File: src/rtl/ece2300_stream_sink.sv
`default_nettype none
// =============================================================================
// ece2300_stream_sink : val/rdy message sink with masked compare and timeout
// Rev 1.0
// =============================================================================
module ece2300_stream_sink #(
    parameter int p_nbits   = 32,
    parameter int p_depth   = 16,
    parameter int p_timeout = 10000
) (
    input  logic                         clk,
    input  logic                         reset,
    input  logic                         load_en,
    input  logic [$clog2(p_depth)-1:0]   load_addr,
    input  logic [p_nbits-1:0]           load_data,
    input  logic [p_nbits-1:0]           load_mask,
    input  logic [$clog2(p_depth):0]     num_msgs,
    input  logic                         rand_en,
    input  logic                         start,
    input  logic                         recv_val,
    input  logic [p_nbits-1:0]           recv_msg,
    output logic                         recv_rdy,
    output logic                         done,
    output logic                         error,
    output logic [$clog2(p_depth)-1:0]   err_idx,
    output logic [p_nbits-1:0]           err_msg,
    output logic                         timeout,
    output logic [$clog2(p_depth):0]     count,
    output logic [31:0]                  cycles
);

    localparam int          c_aw      = $clog2(p_depth);
    localparam int          c_cw      = c_aw + 1;
    localparam logic [31:0] c_seed    = 32'hdeadbeef;
    localparam logic [31:0] c_poly    = 32'h80200003;
    localparam logic [31:0] c_timeout = 32'(p_timeout);

    typedef enum logic [1:0] {
        ST_IDLE = 2'd0,
        ST_RUN  = 2'd1,
        ST_DONE = 2'd2
    } state_t;

    state_t              r_state;
    state_t              w_state_next;

    logic [p_nbits-1:0]  r_mem  [p_depth];
    logic [p_nbits-1:0]  r_mask [p_depth];

    logic [c_cw-1:0]     r_num;
    logic                r_rand;
    logic [31:0]         r_lfsr;
    logic [c_cw-1:0]     r_count;
    logic [31:0]         r_cycles;
    logic                r_done;
    logic                r_error;
    logic [c_aw-1:0]     r_err_idx;
    logic [p_nbits-1:0]  r_err_msg;
    logic                r_timeout;

    logic [c_aw-1:0]     w_idx;
    logic [c_cw-1:0]     w_count_inc;
    logic [31:0]         w_lfsr_next;
    logic                w_xfer;
    logic                w_mismatch;
    logic                w_last;
    logic                w_expire;

    assign recv_rdy    = (r_state == ST_RUN) && !(r_rand && r_lfsr[0]);
    assign w_xfer      = recv_val && recv_rdy;
    assign w_idx       = r_count[c_aw-1:0];
    assign w_count_inc = r_count + c_cw'(1);
    assign w_mismatch  = |((recv_msg ^ r_mem[w_idx]) & r_mask[w_idx]);
    assign w_last      = w_xfer && (w_count_inc == r_num);
    // Expiry is judged on the edge where cycles reaches the limit, so a run
    // lasts at most p_timeout RUN cycles.
    assign w_expire    = ((r_cycles + 32'd1) == c_timeout);
    assign w_lfsr_next = (r_lfsr >> 1) ^ (r_lfsr[0] ? c_poly : 32'd0);

    always_comb begin
        w_state_next = r_state;
        unique case (r_state)
            ST_IDLE, ST_DONE: begin
                if (start) begin
                    w_state_next = (num_msgs == '0) ? ST_DONE : ST_RUN;
                end
            end
            ST_RUN: begin
                if (w_last || w_expire) begin
                    w_state_next = ST_DONE;
                end
            end
            default: w_state_next = ST_IDLE;
        endcase
    end

    always_ff @(posedge clk or negedge reset) begin
        if (!reset) begin
            r_state <= ST_IDLE;
        end else begin
            r_state <= w_state_next;
        end
    end

    always_ff @(posedge clk or negedge reset) begin
        if (!reset) begin
            r_num     <= '0;
            r_rand    <= 1'b0;
            r_lfsr    <= c_seed;
            r_count   <= '0;
            r_cycles  <= '0;
            r_done    <= 1'b0;
            r_error   <= 1'b0;
            r_err_idx <= '0;
            r_err_msg <= '0;
            r_timeout <= 1'b0;
        end else if (r_state != ST_RUN) begin
            if (start) begin
                r_num     <= num_msgs;
                r_rand    <= rand_en;
                r_lfsr    <= c_seed;
                r_count   <= '0;
                r_cycles  <= '0;
                r_done    <= (num_msgs == '0);
                r_error   <= 1'b0;
                r_err_idx <= '0;
                r_err_msg <= '0;
                r_timeout <= 1'b0;
            end
        end else begin
            r_lfsr <= w_lfsr_next;
            if (r_cycles != c_timeout) begin
                r_cycles <= r_cycles + 32'd1;
            end
            if (w_xfer) begin
                r_count <= w_count_inc;
                // Only the first mismatch of a run is recorded.
                if (w_mismatch && !r_error) begin
                    r_error   <= 1'b1;
                    r_err_idx <= w_idx;
                    r_err_msg <= recv_msg;
                end
            end
            if (w_last) begin
                r_done <= 1'b1;
            end else if (w_expire) begin
                r_done    <= 1'b1;
                r_timeout <= 1'b1;
            end
        end
    end

    // Expected-message storage is deliberately left out of reset.
    always_ff @(posedge clk) begin
        if (load_en && (r_state != ST_RUN)) begin
            r_mem[load_addr]  <= load_data;
            r_mask[load_addr] <= load_mask;
        end
    end

    assign done    = r_done;
    assign error   = r_error;
    assign err_idx = r_err_idx;
    assign err_msg = r_err_msg;
    assign timeout = r_timeout;
    assign count   = r_count;
    assign cycles  = r_cycles;

endmodule
`default_nettype wire

File: config.mk
export PLATFORM = sky130hd
export DESIGN_NAME = ece2300_stream_sink
export DESIGN_NICKNAME = d
export VERILOG_FILES = /design/src/rtl/ece2300_stream_sink.sv
export SDC_FILE = /design/constraint.sdc
export NUM_CORES = 1
export LEC_CHECK = 0
export BUFFER_PORTS_ARGS = -buffer_cell sky130_fd_sc_hd__buf_4
export CAP_MARGIN = 20
export CELL_PAD_IN_SITES_DETAIL_PLACEMENT = 0
export CELL_PAD_IN_SITES_GLOBAL_PLACEMENT = 2
export CORE_MARGIN = 2
export CORE_UTILIZATION = 45
export CTS_CLUSTER_SIZE = 16
export DETAILED_ROUTE_END_ITERATION = 8
export GPL_TIMING_DRIVEN = 0
export PLACE_DENSITY = 0.83
export SYNTH_ARGS = -nofsm -noshare
export SYNTH_HDL_FRONTEND = slang
export SYNTH_SLANG_ARGS = --single-unit
File: constraint.sdc
create_clock -name clk -period 16.64 [get_ports clk]
set_input_delay 3.328 -clock clk [delete_from_list [all_inputs] [get_ports clk]]
set_output_delay 3.328 -clock clk [all_outputs]
set_load 0.01 [all_outputs]
==> flow_summary.toml, run 1 <==
[cells_and_area]
synthToLayoutAreaGrowth_pct = 17.4
layout-drive-gt1-share_pct = 20.2
seqCellArea_sq_um = 33700
design_area_sq_um = 53800
layout.cells.most_common_list = "1024 x edfxtp_1, 212 x xor2_1, 184 x buf_4"
final_common_cell = "edfxtp_1"
final_nets = 3177
multiInputGateArea_sq_um = 11300
fillers = 8006
final_util_pct = 53.0

[drt]
dr_wl_met3_um = 11600
ant_nets = 0
vias = 26500
wl_per_cell_um = 29.7
first_pass_iters = 6
route.met2.wl_um = 65700
drc_errors = 0
drtIter0Drc = 3209
drt_wl_total_um = 135000
detail_route.vias_per_cell = 5.85
wl_met1_um = 53300
highest_layer = "met5"

[clock_tree]
postCtsSetupRepairBufs = 0
path_clk_slew_ns = 0.06
cts_max_level = 3
root_buffer = "clkbuf_16"
clkLatencyLatePin_ns = 0.70
clock_path_buffers = 3
cts_made_buffers = 112
postCtsResizedCells = 0
cts_num_sinks = 1140
hold_buffers = 0
cts_tree = "built"

[synthesis]
synth-async-reset-ratio_pct = 10.2
synth_compound_gate_area_share_pct = 5.13
synth_edf_count = 1024
synthFlopType = "edfxtp_1"
ys_seq_elements = 1140
ys_seq_area_share_pct = 73.5
synth_warnings = 0
synth-adder-area-share_pct = 0.109
syn-cell-area_sq_um = 45800
synthCells = 2712
synth_xor_area_share_pct = 6.15
synth-simple-area-share_pct = 4.92
syn_area_per_cell_sq_um = 16.9
syn_nets = 2827
synth_top_family_by_area = "multiplexers"
yosys.cell_types.count = 75
muxShareOfSynthArea_pct = 8.13

[power_and_ir_drop]
peakVddDrop_v = 0.0000983
power_leakage_uw = 0.0184
powerDensity_nw_per_um2 = 147

[placement]
port_buffers = 164
gp_congestion = 0.842
post-dp-hpwl_um = 90500
dpl-instance-area_sq_um = 50000

[timing]
post-route-period-util_pct = 39.3
slew_viol_final = 0
setup-tns-final_ns = 0
finalHoldViolations = 0
fin_skew_ns = 0.0281
fmax_mhz = 153
rsz0062_at_grt = "no"
setup_viol = 0
holdWs_ns = 0.454
period_minus_slack_ns = 6.53
slew_headroom_pct = 21.3
worstMarginPinSlew_ns = 1.18

[worst_setup_path]
start_kind = "input port"
cp.arrival_ns = 7.14
critPathMaxFanout = 10
crit_type = "in2reg"
worstSetupEndpointType = "flip-flop"
critPathRequiredTime_ns = 17.25

[grt]
grt_usage_pct = 25.8
grt_overflow_total = 0
grt_max_degree = 85
antenna_found_initial = 9
grt_pass1_wl_um = 191000
grt_pass1_vias = 26300

[flow_run]
drv_cap = 0

[floorplan]
io_pins = 188
core.rowCount = 117
die_area_sq_um = 104000
die_width_um = 323
core_sq_um = 101000
die_h_um = 323
initial_utilization_pct = 45.2

[outcome]
outcome = "complete, no violations"

[min_path]
min_path_type = "reg2reg"
==> layout make-up <==
type	instances	share of cell area [%]
buffer	144	1.46
clock buffer	152	5.66
clock inverter	57	1.29
inverter	46	0.321
tap	1368	3.18
timing repair buffer	236	4.44
sequential	1140	62.6
antenna	2	0.00930
multi-input combinational	1382	21.0
==> state kept, by name, summed over array words and instances (netlist names) <==
register / cells
error: 1
err_msg: 32
r_rand: 1
err_idx: 4
r_num: 5
r_lfsr: 32
done: 1
timeout: 1
count: 5
r_mem: 512
r_state: 2
cycles: 32
r_mask: 512
==> per-layer routing <==
layer  track usage, %  vias to the layer above
li1                 -                    11200
met1             35.2                    13700
met2             42.6                     1362
met3             4.08                      185
met4             8.05                       12
met5                0                        -
==> cell usage after synthesis (all sizes together), types with 21 or more instances <==
cell type,number,area (sq um)
edfxtp,1024,30700
xor2,212,1860
nand2,182,683
mux2i,119,1190
xnor2,110,963
mux4,98,2230
dfrtp,92,2300
o21ai,89,445
buf,74,516
clkbuf,70,263
nand3,69,345
nor2,68,255
a221oi,52,455
a21oi,44,228
inv,44,165
nor3,32,160
mux2,27,304
a31oi,26,163
dfstp,24,631
and3,21,131
==> where the power goes <==
part	switching, uW	internal (uW)
clock	1080	1500
sequential	83.8	3280
combinational	1240	715
==> through the flow <==
step	setup slack (ns)	power, uW	std cells
2_1_floorplan	7.66	4510	2712
3_3_place_gp	2.84	5320	4244
3_5_place_dp	9.48	5370	4315
4_1_cts	10.20	7930	4524
5_1_grt	9.92	8160	4526
6_report	10.11	7910	4527
==> critical path: stages <==
cell and delay, ns:
clkbuf_1 0.25, buf_4 0.31, xnor2_1 0.16, o221ai_1 0.18, a221oi_1 0.35, a31oi_1 0.12
a2111oi_2 0.40, nand4b_1 0.28, or4_1 0.72, o211ai_2 0.20, buf_6 0.30, buf_12 0.26
mux2i_1 0.24
==> logic make-up after synthesis <==
| logic type | count (synthesis) |
|---|---|
| flops | 1140 |
| fa+ha+maj | 4 |
| mux | 244 |
| simple gates | 471 |
| buf+inv | 190 |
| xor+xnor | 322 |
| compound gates | 341 |
==> worst paths after layout <==
check,start,endpoint,slack [ns],cells after the start
hold / removal,r_lfsr[16],r_lfsr[15],0.45,2
min in group asynchronous,reset,cycles[29],2.58,1
setup / recovery,recv_msg[1],err_msg[14],10.11,13
hold reg to reg,r_lfsr[16],r_lfsr[15],0.45,2
setup reg to reg,count[1],err_msg[9],10.97,13
max in group asynchronous,reset,r_lfsr[11],13.21,2
Note: power is estimated with default switching activity, not from simulation.
==> run 2, diff against run 1 <==
- clock period: 16.64 -> 6.4 ns (I/O delays scaled with it)
==> flow_summary.toml, run 2 (same netlist as run 1, synthesis figures left out) <==
[outcome]
outcome = "complete, no violations"

[clock_tree]
cts_max_level = 3
cts_tree = "built"
postCtsSetupRepairBufs = 0
hold_buffers = 0
clock_path_buffers = 3
clkLatencyLatePin_ns = 0.69
cts_num_sinks = 1140
postCtsResizedCells = 0
cts_made_buffers = 114
root_buffer = "clkbuf_16"
path_clk_slew_ns = 0.06

[cells_and_area]
final_util_pct = 52.9
final_common_cell = "edfxtp_1"
largest_registers = "r_mask: 512 flops, r_mem: 512 flops"
layout-drive-gt1-share_pct = 19.7
synthToLayoutAreaGrowth_pct = 17.1
fin_cells = 4521
design_area_sq_um = 53700
layout.cells.most_common_list = "1024 x edfxtp_1, 212 x xor2_1, 184 x buf_4"
final_nets = 3166

[worst_setup_path]
slowest_stage = "buf_1"
critPathMaxFanout = 10
critPathRequiredTime_ns = 6.99
cp.arrival_ns = 6.32
start_kind = "flip-flop"
crit_type = "reg2reg"
r2r_start = "count[1]"
cpPeakStageDelay_ns = 0.82
worstSetupEndpointType = "flip-flop"
worstPathCellList = "buf_2 -> buf_2 -> buf_1 -> buf_2 -> clkbuf_1 -> a21oi_1 -> o41ai_1 -> nand4_1 -> o211ai_2 -> buf_6 -> buf_12 -> mux2i_1"
crit_top_cell = "buf_2"
startpoint = "count[1]"

[placement]
port_buffers = 164
post-dp-hpwl_um = 90800
dpl-instance-area_sq_um = 50100
dp_cells = 4303
pre_cts_slack_ns = 0.757
gp_congestion = 0.845

[grt]
grt_pass1_wl_um = 189000
grt_usage_pct = 25.9
grt_overflow_total = 0
grt_max_degree = 64
grtUsageMet2_pct = 41.6
antenna_found_initial = 10
use_met1_pct = 34.3
grt_pass1_vias = 26400
busiest_layer = "met2"
met3_usage_pct = 5.18

[min_path]
hold_path.startpoint = "r_lfsr[3]"
min_path_type = "reg2reg"

[drt]
vias = 26300
drt_wl_total_um = 135000
drc_errors = 0
first_pass_iters = 5
drtIter0Drc = 3202
detail_route.vias_per_cell = 5.82
ant_nets = 0
wl_per_cell_um = 29.8

[floorplan]
io_pins = 188
initial_utilization_pct = 45.2
die_h_um = 323
die_area_sq_um = 104000
die_width_um = 323
core.rowCount = 117
core_sq_um = 101000

[timing]
finalHoldViolations = 0
setup-tns-final_ns = 0
slew_viol_final = 0
worstMarginPinSlew_ns = 1.26
post-route-period-util_pct = 89.6
rsz0062_at_grt = "no"
fmax_mhz = 174
slew_headroom_pct = 16.3
period_minus_slack_ns = 5.73
fin_skew_ns = 0.0323
setup_viol = 0
fin_ws_ns = 0.667

[flow_run]
drv_cap = 0

[power_and_ir_drop]
peakVddDrop_v = 0.000210
powerDensity_nw_per_um2 = 377
power_leakage_uw = 0.0183
[run 2: final cells by class]
cell class	instances	area (sq um)
fill	8099	47800
clock inverter	56	398
sequential	1140	33700
tap	1368	1710
timing repair buffer	223	2380
clock buffer	157	3190
buffer	144	783
inverter	46	173
multi-input combinational	1382	11300
antenna	5	12.5
[run 2: worst paths after layout]
kind	to	slack [ns]	cells past startpoint
max in group asynchronous	r_lfsr[3]	4.95	2
worst min register to register	r_lfsr[2]	0.45	2
worst max-delay path	err_msg[7]	0.67	12
min in group asynchronous	cycles[27]	0.60	1
worst min-delay path	r_lfsr[2]	0.45	2
worst max register to register	err_msg[7]	0.67	12
[run 2: through the flow]
step | power, uW | hold WS (ns)
2_1_floorplan | 11700 | 0.433
3_3_place_gp | 13800 | 0.439
3_5_place_dp | 14000 | 0.447
4_1_cts | 20300 | 0.457
5_1_grt | 20900 | 0.464
6_report | 20200 | 0.454
[run 2: power breakdown]
| group | switching, uW | internal (uW) |
|---|---|---|
| sequential | 216 | 8540 |
| clock | 2790 | 3630 |
| combinational | 3230 | 1850 |
[run 2: routing by layer]
| metal | part of all wire (%) | wire [um] |
|---|---|---|
| met1 | 39 | 52500 |
| met2 | 48 | 64200 |
| met3 | 9.0 | 12100 |
| met4 | 4.4 | 5880 |
| met5 | 0.0052 | 7 |
[run 2: critical path: cells and delay by family (launching register included)]
| kind | cells | cell delay [ns] |
|---|---|---|
| and+or+nand+nor | 1 | 0.23 |
| buffers and inverters | 7 | 3.65 |
| AOI/OAI and AO/OA | 3 | 1.01 |
| muxes | 1 | 0.22 |
| DFF | 1 | 0.46 |
